`src/rtl/i2c_target_pkg.sv`:
```
// Shared types and constants for the I2C target register block.
package i2c_target_pkg;

   typedef enum logic [3:0] {
      ST_IDLE,
      ST_ADDR,
      ST_ADDR_ACK,
      ST_PTR,
      ST_PTR_ACK,
      ST_WRITE,
      ST_WRITE_ACK,
      ST_READ,
      ST_MACK,
      ST_IGNORE
   } state_e;

   // SDA output-enable levels: 0 pulls the line low, 1 releases it
   localparam logic ACK_LVL  = 1'b0;
   localparam logic NACK_LVL = 1'b1;

   localparam int unsigned BIT_CNT_W = 4;

endpackage

```
`src/rtl/i2c_line_filter.sv`:
```
// Two-flop synchronizer, stability filter and edge flags for one I2C line.
module i2c_line_filter #(
   parameter int unsigned FILTER_LEN = 4
) (
   input  logic clk,
   input  logic reset,
   input  logic pad,
   output logic level,
   output logic rise,
   output logic fall
);

   localparam int unsigned CNT_W = 4;

   logic [1:0]       sync_q;
   logic [CNT_W-1:0] cnt_q;

   // A new level is accepted only after FILTER_LEN consecutive differing samples
   always_ff @(posedge clk) begin
      if (reset) begin
         sync_q <= 2'b11;
         cnt_q  <= '0;
         level  <= 1'b1;
         rise   <= 1'b0;
         fall   <= 1'b0;
      end else begin
         sync_q <= {sync_q[0], pad};
         rise   <= 1'b0;
         fall   <= 1'b0;
         if (sync_q[1] == level) begin
            cnt_q <= '0;
         end else if (cnt_q == CNT_W'(FILTER_LEN - 1)) begin
            cnt_q <= '0;
            level <= sync_q[1];
            rise  <= sync_q[1];
            fall  <= ~sync_q[1];
         end else begin
            cnt_q <= cnt_q + CNT_W'(1);
         end
      end
   end

endmodule

```
`src/rtl/i2c_target_regs.sv`:
```
// I2C target exposing a byte-wide register file with auto-incrementing pointer,
// shared with fabric logic through a local read/write port.
module i2c_target_regs
   import i2c_target_pkg::*;
#(
   parameter logic [6:0]  I2C_ADDR   = 7'h42,
   parameter int unsigned NUM_REGS   = 16,
   parameter int unsigned FILTER_LEN = 4
) (
   input  logic                        clk,
   input  logic                        reset,
   input  logic                        scl_pad_i,
   output logic                        scl_pad_o,
   output logic                        scl_padoen_o,
   input  logic                        sda_pad_i,
   output logic                        sda_pad_o,
   output logic                        sda_padoen_o,
   input  logic                        loc_we,
   input  logic [$clog2(NUM_REGS)-1:0] loc_addr,
   input  logic [7:0]                  loc_wdata,
   output logic [7:0]                  loc_rdata,
   output logic                        bus_wr_pulse,
   output logic [$clog2(NUM_REGS)-1:0] bus_wr_addr,
   output logic [7:0]                  bus_wr_data,
   output logic                        busy
);

   localparam int unsigned PTR_W = $clog2(NUM_REGS);

   logic scl_f, scl_rise, scl_fall;
   logic sda_f, sda_rise, sda_fall;
   logic start_c, stop_c;

   state_e               state_q, state_d;
   logic [BIT_CNT_W-1:0] cnt_q, cnt_d;
   logic [7:0]           shift_q, shift_d;
   logic [PTR_W-1:0]     ptr_q, ptr_d, ptr_inc;
   logic                 rw_q, rw_d;
   logic                 sda_oe_d, busy_d, wr_pulse_d;
   logic [PTR_W-1:0]     wr_addr_d;
   logic [7:0]           wr_data_d, rx_byte;
   logic                 byte_done;

   logic [7:0] regs [NUM_REGS];

   assign scl_pad_o    = 1'b0;
   assign scl_padoen_o = 1'b1;
   assign sda_pad_o    = 1'b0;

   i2c_line_filter #(.FILTER_LEN(FILTER_LEN)) u_scl_filt (
      .clk(clk), .reset(reset), .pad(scl_pad_i),
      .level(scl_f), .rise(scl_rise), .fall(scl_fall)
   );

   i2c_line_filter #(.FILTER_LEN(FILTER_LEN)) u_sda_filt (
      .clk(clk), .reset(reset), .pad(sda_pad_i),
      .level(sda_f), .rise(sda_rise), .fall(sda_fall)
   );

   assign start_c = sda_fall & scl_f;
   assign stop_c  = sda_rise & scl_f;

   always_ff @(posedge clk) begin
      if (reset) begin
         state_q      <= ST_IDLE;
         cnt_q        <= '0;
         shift_q      <= '0;
         ptr_q        <= '0;
         rw_q         <= 1'b0;
         sda_padoen_o <= NACK_LVL;
         busy         <= 1'b0;
         bus_wr_pulse <= 1'b0;
         bus_wr_addr  <= '0;
         bus_wr_data  <= '0;
      end else begin
         state_q      <= state_d;
         cnt_q        <= cnt_d;
         shift_q      <= shift_d;
         ptr_q        <= ptr_d;
         rw_q         <= rw_d;
         sda_padoen_o <= sda_oe_d;
         busy         <= busy_d;
         bus_wr_pulse <= wr_pulse_d;
         bus_wr_addr  <= wr_addr_d;
         bus_wr_data  <= wr_data_d;
      end
   end

   // SDA only changes on a detected SCL fall; data is sampled on SCL rise
   always_comb begin
      state_d    = state_q;
      cnt_d      = cnt_q;
      shift_d    = shift_q;
      ptr_d      = ptr_q;
      rw_d       = rw_q;
      sda_oe_d   = sda_padoen_o;
      busy_d     = busy;
      wr_pulse_d = 1'b0;
      wr_addr_d  = bus_wr_addr;
      wr_data_d  = bus_wr_data;
      rx_byte    = {shift_q[6:0], sda_f};
      ptr_inc    = ptr_q + PTR_W'(1);
      byte_done  = (cnt_q == BIT_CNT_W'(7));

      if (start_c) begin
         state_d  = ST_ADDR;
         cnt_d    = '0;
         sda_oe_d = NACK_LVL;
      end else if (stop_c) begin
         state_d  = ST_IDLE;
         sda_oe_d = NACK_LVL;
         busy_d   = 1'b0;
      end else begin
         unique case (state_q)
            ST_ADDR, ST_PTR, ST_WRITE: begin
               if (scl_rise) begin
                  shift_d = rx_byte;
                  cnt_d   = cnt_q + BIT_CNT_W'(1);
                  if (byte_done) begin
                     cnt_d = '0;
                     if (state_q == ST_ADDR) begin
                        if (rx_byte[7:1] == I2C_ADDR) begin
                           state_d = ST_ADDR_ACK;
                           busy_d  = 1'b1;
                           rw_d    = rx_byte[0];
                        end else begin
                           state_d = ST_IGNORE;
                        end
                     end else if (state_q == ST_PTR) begin
                        ptr_d   = PTR_W'(rx_byte);
                        state_d = ST_PTR_ACK;
                     end else begin
                        wr_pulse_d = 1'b1;
                        wr_addr_d  = ptr_q;
                        wr_data_d  = rx_byte;
                        state_d    = ST_WRITE_ACK;
                     end
                  end
               end
            end
            // First fall drives the ACK, second fall ends the ACK clock
            ST_ADDR_ACK, ST_PTR_ACK, ST_WRITE_ACK: begin
               if (scl_fall) begin
                  if (cnt_q == '0) begin
                     sda_oe_d = ACK_LVL;
                     cnt_d    = BIT_CNT_W'(1);
                  end else begin
                     sda_oe_d = NACK_LVL;
                     cnt_d    = '0;
                     if (state_q == ST_ADDR_ACK && rw_q) begin
                        shift_d  = {regs[ptr_q][6:0], 1'b0};
                        sda_oe_d = regs[ptr_q][7];
                        cnt_d    = BIT_CNT_W'(1);
                        state_d  = ST_READ;
                     end else if (state_q == ST_ADDR_ACK) begin
                        state_d = ST_PTR;
                     end else if (state_q == ST_WRITE_ACK) begin
                        ptr_d   = ptr_inc;
                        state_d = ST_WRITE;
                     end else begin
                        state_d = ST_WRITE;
                     end
                  end
               end
            end
            ST_READ: begin
               if (scl_fall) begin
                  if (cnt_q == BIT_CNT_W'(8)) begin
                     sda_oe_d = NACK_LVL;
                     cnt_d    = '0;
                     state_d  = ST_MACK;
                  end else begin
                     sda_oe_d = shift_q[7];
                     shift_d  = {shift_q[6:0], 1'b0};
                     cnt_d    = cnt_q + BIT_CNT_W'(1);
                  end
               end
            end
            ST_MACK: begin
               if (scl_rise) begin
                  if (sda_f == ACK_LVL) begin
                     ptr_d   = ptr_inc;
                     shift_d = regs[ptr_inc];
                     cnt_d   = '0;
                     state_d = ST_READ;
                  end else begin
                     state_d = ST_IGNORE;
                  end
               end
            end
            default: ;
         endcase
      end
   end

   // Bus write is applied last so it wins a same-cycle collision
   always_ff @(posedge clk) begin
      if (reset) begin
         for (int i = 0; i < int'(NUM_REGS); i++) regs[i] <= '0;
         loc_rdata <= '0;
      end else begin
         loc_rdata <= regs[loc_addr];
         if (loc_we) regs[loc_addr] <= loc_wdata;
         if (bus_wr_pulse) regs[bus_wr_addr] <= bus_wr_data;
      end
   end

endmodule

```
`config.mk`:
```
export PLATFORM = sky130hd
export DESIGN_NAME = i2c_target_regs
export DESIGN_NICKNAME = d
export VERILOG_FILES = /design/src/rtl/i2c_target_pkg.sv /design/src/rtl/i2c_line_filter.sv /design/src/rtl/i2c_target_regs.sv
export SDC_FILE = /design/constraint.sdc
export NUM_CORES = 1
export LEC_CHECK = 0
export CORE_MARGIN = 10
export CORE_UTILIZATION = 33
export CTS_CLUSTER_SIZE = 16
export DETAILED_ROUTE_END_ITERATION = 6
export DONT_BUFFER_PORTS = 1
export MAX_ROUTING_LAYER = met4
export PLACE_DENSITY = 0.56
export REMOVE_ABC_BUFFERS = 1
export SLEW_MARGIN = 10
export SYNTH_ARGS = -nofsm -noshare
export SYNTH_HDL_FRONTEND = slang
export SYNTH_HIERARCHICAL = 1
export SYNTH_SLANG_ARGS = --single-unit
export TNS_END_PERCENT = 5
```
`constraint.sdc`:
```
create_clock -name clk -period 2.79 [get_ports clk]
set_clock_uncertainty 0.1 [all_clocks]
set_input_delay 0.558 -clock clk [delete_from_list [all_inputs] [get_ports clk]]
set_output_delay 0.558 -clock clk [all_outputs]
set_load 0.02 [all_outputs]
```
Word level (Yosys, flattened, before mapping):

Memory sizes are Yosys's and may differ from the RTL's. A register that Yosys moved wholly into a read port is not among the register bits.
Index checks and enable logic that the tools add are counted.

* muxes and demuxes: 76
* equal/unequal tests: 37
* bitwise gates (word level): 15
* add/sub/neg operators: 4
* reduce and logical (&&, ||, !) cells: 33

Operators with widths (number)
* 2-to-1 mux 4 bit: 32
* 2-to-1 mux 8 bit: 10
* one-hot mux 4 bit (4 select lines): 2
* one-hot mux 8 bit (4 select lines): 1
* 2-to-1 mux 1 bit: 26
* inequality test 2 bit, second input constant: 11
* AND reduction 7 bit: 3
* OR reduction 3 bit: 7
* == test 4 x 3 -> 1 bit, second input constant: 5
* adder 4 x 1 -> 4 bit, second input constant: 4
* == test 4 x 2 -> 1 bit, second input constant: 4
* inequality test 4 x 3 -> 1 bit, second input constant: 4
* AND reduction 8 bit: 2
* OR reduction 8 bit: 2
* AND reduction 14 bit: 1
* NOT 1 bit: 13
* inequality test 4 bit, second input constant: 3
* one-hot mux 4 bit (3 select lines): 1
* nonzero test 2 bit: 6
* AND reduction 11 bit: 1
* == test 4 bit, second input constant: 2
* inequality test 2 x 1 -> 1 bit, second input constant: 4
* == test 7 bit, second input constant: 1
* OR reduction 7 bit: 1
* 15 further kinds: 19

* bits in registers: 54
* RAM bits: 128
* logic and storage cells: 187
* memories: 1
* output and inout port bits: 26

Memories
* regs: depth 16, bits a word 8, rd ports 3, clocked after memory_dff 2, write ports 16, RTL line i2c_target_regs.sv:44 `logic [7:0] regs [NUM_REGS];`

Depth between registers and ports, before layout:

* depth in word-level cells: 9
* mapped depth: 9
* gate-level depth less buffers: 8

By module:

The synthesis kept the hierarchy.

Modules (own cells, without submodules)
* i2c_target_regs: sequential area each 4804.6 um^2, cells each 855, instances 1, area an instance 10976.8 um^2
* i2c_line_filter: sequential area each 180.2 um^2, cells each 29, instances 2, area an instance 310.3 um^2

Worst setup path after synthesis:

No wires, ideal clock.

* path kind: input-to-reg
* start point: input port loc_addr[0]
* end point: register loc_rdata[5], read port of regs
* arrival: 2.162 ns
* slack: 0.400 ns
* cell stages on the path: 5
* setup time: 0.128 ns
* cell sequence: buf_2 buf_4 mux4_2 mux4_2 nor2b_1

RTL lines
* start, declared: RTL line i2c_target_regs.sv:19 `input logic [$clog2(NUM_REGS)-1:0] loc_addr,`
* end, declared: RTL line i2c_target_regs.sv:21 `output logic [7:0] loc_rdata,`

==> results.txt <==
* Outcome: finished, final reports clean
- Yosys printed 6 warnings.
- Multi-input combinational cell area: 0.006002 mm2
- Register Area: 0.005167 mm2
* DIE WIDTH: 207.5 um
- Post-synthesis average cell area: 12.70 um2
- Headroom to the max-slew limit: 42.14%
- Minimum hold slack: 75.17 ps
- Initial antenna violation count: 0
- Detailed placement finished with a half-perimeter wire length of 27.72 mm.
- Count of buffers from port buffering: 0
- Worst Setup Path Type: flip-flop to flip-flop
* Crit-path max cell delay: 580 ps
- The max-slew violation count is 0.
- Post-CTS setup buffer count: 0
- Setup violations remaining at the end of the flow were counted as 0.
* First-pass GRT wire length: 57.28 mm
- Count of different cell masters after synthesis: 68
- Among all stages on the critical path, the largest delay is contributed by mux4_1.
- In the final routed layout, each cell accounts on average for 27.92 um.
* CTS clk-pin slew, worst paths: 70 ps
* Gate count after technology mapping: 913
- Fin crit share: 88.34%
- For this design, the sink count on the clock tree is 194.
- The cell area that synthesis handed to floorplanning was 0.01160 mm2.
- DRT antenna net count: 0
* Maximum vdd ir drop: 0.4630 mV
- Die boundary height: 207.5 um
- The routed design could run at a clock period as short as 2465 ps.
* Antenna diode instance count: 0
- Across all register-to-register paths, the minimum setup slack is 330 ps.
- For this design the top-level I/O count stands at 43.
- Pleak: 4.307 nW
- The min-delay analysis places its worst path in the category primary input to flip-flop.
- Biggest fanout along the worst timing path: 12
* Number of cells upsized or downsized after cts: 0
- Flip-flop cell with the highest count after synthesis: edfxtp_1
* Via count normalized by instance count: 6.272
* Max cap viols: 0
- Total number of placement rows: 68
* Clock tree from TritonCTS: built
* Initial DRT Pass Iterations: 5
- The worst hold path begins at reset.
- Counting flops with an async set or reset pin after synthesis yields a share of 0%.
- Max H-tree Level: 4
* CTS Root Cell: clkbuf_16
- For this run, design rule violations remaining after detail routing come to 0.
* Die area: 0.04304 mm2
- For this configuration, the core starts out at a cell density of 33.49%.
* Overflow left after global routing: 0
* Maximum root-to-sink buffer count: 2
* Area of the core region: 0.03463 mm2
- DRT Wirelength: 38.44 mm
* Total of flip-flops plus latches after synthesis: 194
* Overall fraction of global-route tracks in use: 17.91%
- Power density over the cells: 480.7 mW/mm2
- Top library cells by usage in the layout, fill and taps aside: a22o_1 (128), edfxtp_1 (128), mux4_2 (100)
- Number of clock buffers inserted by TritonCTS: 17
* Fraction of the core area covered by cells at the end of the flow: 37.26%
* Final hold violation count: 0
- # hold bufs at CTS: 0
* Sequential area share after synthesis: 44.54%
- Timing would allow up to 405.8 MHz.
* Fin nets: 931
* Initial DRC count: 1,050
- Fill cell count: 3,322
- The synthesized design contains 128 enable-type register cells.
- The critical path goes through buf_4 -> mux4_1 -> mux2i_1 -> nor2_1 -> a211o_1 -> a2111oi_2 -> a21oi_1.
* Worst Path Arrival: 2700 ps
- In the final layout, the share of cells above drive strength 1 is 26.79%.
- After routing, the total negative slack on setup checks comes to 0 ps.
- Sort of element at the start of the critical path: flip-flop
* Tot Pwr: 6.203 mW
* Final Wtd Congestion: 0.9586
* Unrepaired setup endpoints after global routing: no
- At the worst endpoint, the required time is 3030 ps.
* Critical Path End Type: flip-flop
- From synthesis to final layout, the design area changed by 11.26%.
* Transition time of the tightest slew-check pin: 858.8 ps
- Summing over every cut layer, the via total after detailed routing is 8,636.
- Entering global routing, the biggest net connects 74 pins.
* Skew-Pair Late Insertion Delay: 460 ps
- Via count of the first global-routing pass: 8,219
[synth_stat cells, types with 7 or more instances]
cell / n / area (um2)
or3_1: 16 / 100.1
buf_2: 27 / 135.1
nand2b_1: 10 / 62.56
buf_1: 19 / 71.32
mux2i_1: 37 / 370.4
mux4_2: 100 / 2252
a22o_1: 128 / 1121
a21oi_1: 15 / 75.07
clkbuf_1: 36 / 135.1
or2_2: 10 / 62.56
nand3_1: 13 / 65.06
o21ai_0: 16 / 80.08
nor2b_1: 15 / 93.84
nand2_1: 27 / 101.4
nor3_1: 32 / 160.2
dfxtp_1: 66 / 1321
edfxtp_1: 128 / 3844
nor2_1: 79 / 296.5
buf_4: 8 / 60.06
o221ai_1: 8 / 70.07
nor2_2: 7 / 43.79
a22oi_1: 9 / 67.56
[sequential cells by signal (all words and copies together) (netlist names), 2 cells and up, named ones only]
register	flops
ptr_q	4
state_q	4
u_sda_filt/cnt_q	4
regs	128
shift_q	8
u_scl_filt/cnt_q	4
loc_rdata	8
u_scl_filt/sync_q	2
u_sda_filt/sync_q	2
bus_wr_addr	4
bus_wr_data	8
cnt_q	4
[worst paths after layout]
check / to / cells after the start
setup reg to reg: sda_padoen_o$_SDFFE_PP1P_ / 7
hold reg to reg: u_scl_filt/sync_q[1]$_SDFF_PP1_ / 1
hold / removal: state_q[0]$_SDFFE_PP0P_ / 1
setup / recovery: sda_padoen_o$_SDFFE_PP1P_ / 7
[per-layer routing]
layer,global-route usage [%],vias up,share of wire [%]
li1,-,3671,-
met1,23.74,4369,42
met2,26.16,546,45
met3,4.994,50,11
met4,5.218,0,2.0
met5,-,-,0
[power breakdown]
group	internal, mW	switching [mW]
sequential	3.19	0.141
clock	1.26	1.23
combinational	0.220	0.163
total	4.67	1.53
[kinds of logic (layout without fill, tap and decap cells)]
logic type | after synthesis | after routing | synth area share (%)
compound gates | 211 | 211 | 14.78
buf+inv | 98 | 106 | 3.852
mux | 147 | 147 | 24.10
fa+ha+maj | 5 | 5 | 0.5394
simple gates | 248 | 248 | 11.46
other cells | 2 | 3 | 0.06476
flops | 194 | 194 | 44.54
xor+xnor | 8 | 8 | 0.6689
[final cells by class]
cell class / count / share of cell area [%]
Multi-Input combinational cell: 622 / 46.51
Sequential cell: 194 / 40.05
Timing Repair Buffer: 68 / 4.441
Tap cell: 455 / 4.412
Clock buffer: 18 / 3.326
Clock inverter: 14 / 1.086
Inverter: 6 / 0.1745
[stage by stage]
stage          area (um2)  instances  setup slack [ps]
6_report            12900       1377             325.4
3_3_place_gp        12330       1345             415.5
3_5_place_dp        12330       1345             357.2
2_1_floorplan       11180        822            -993.6
4_1_cts             12900       1377             328.1
5_1_grt             12900       1377             200.5
[worst max-delay path: cells and delay by family (launching register included)]
family	cells	cell delay, ps
multiplexers	2	720
AO/OA/AOI/OAI	3	660
flip-flops	1	530
buffers and inverters	1	280
AND/OR/NAND/NOR	1	70
(Power assumes the default switching activity.)
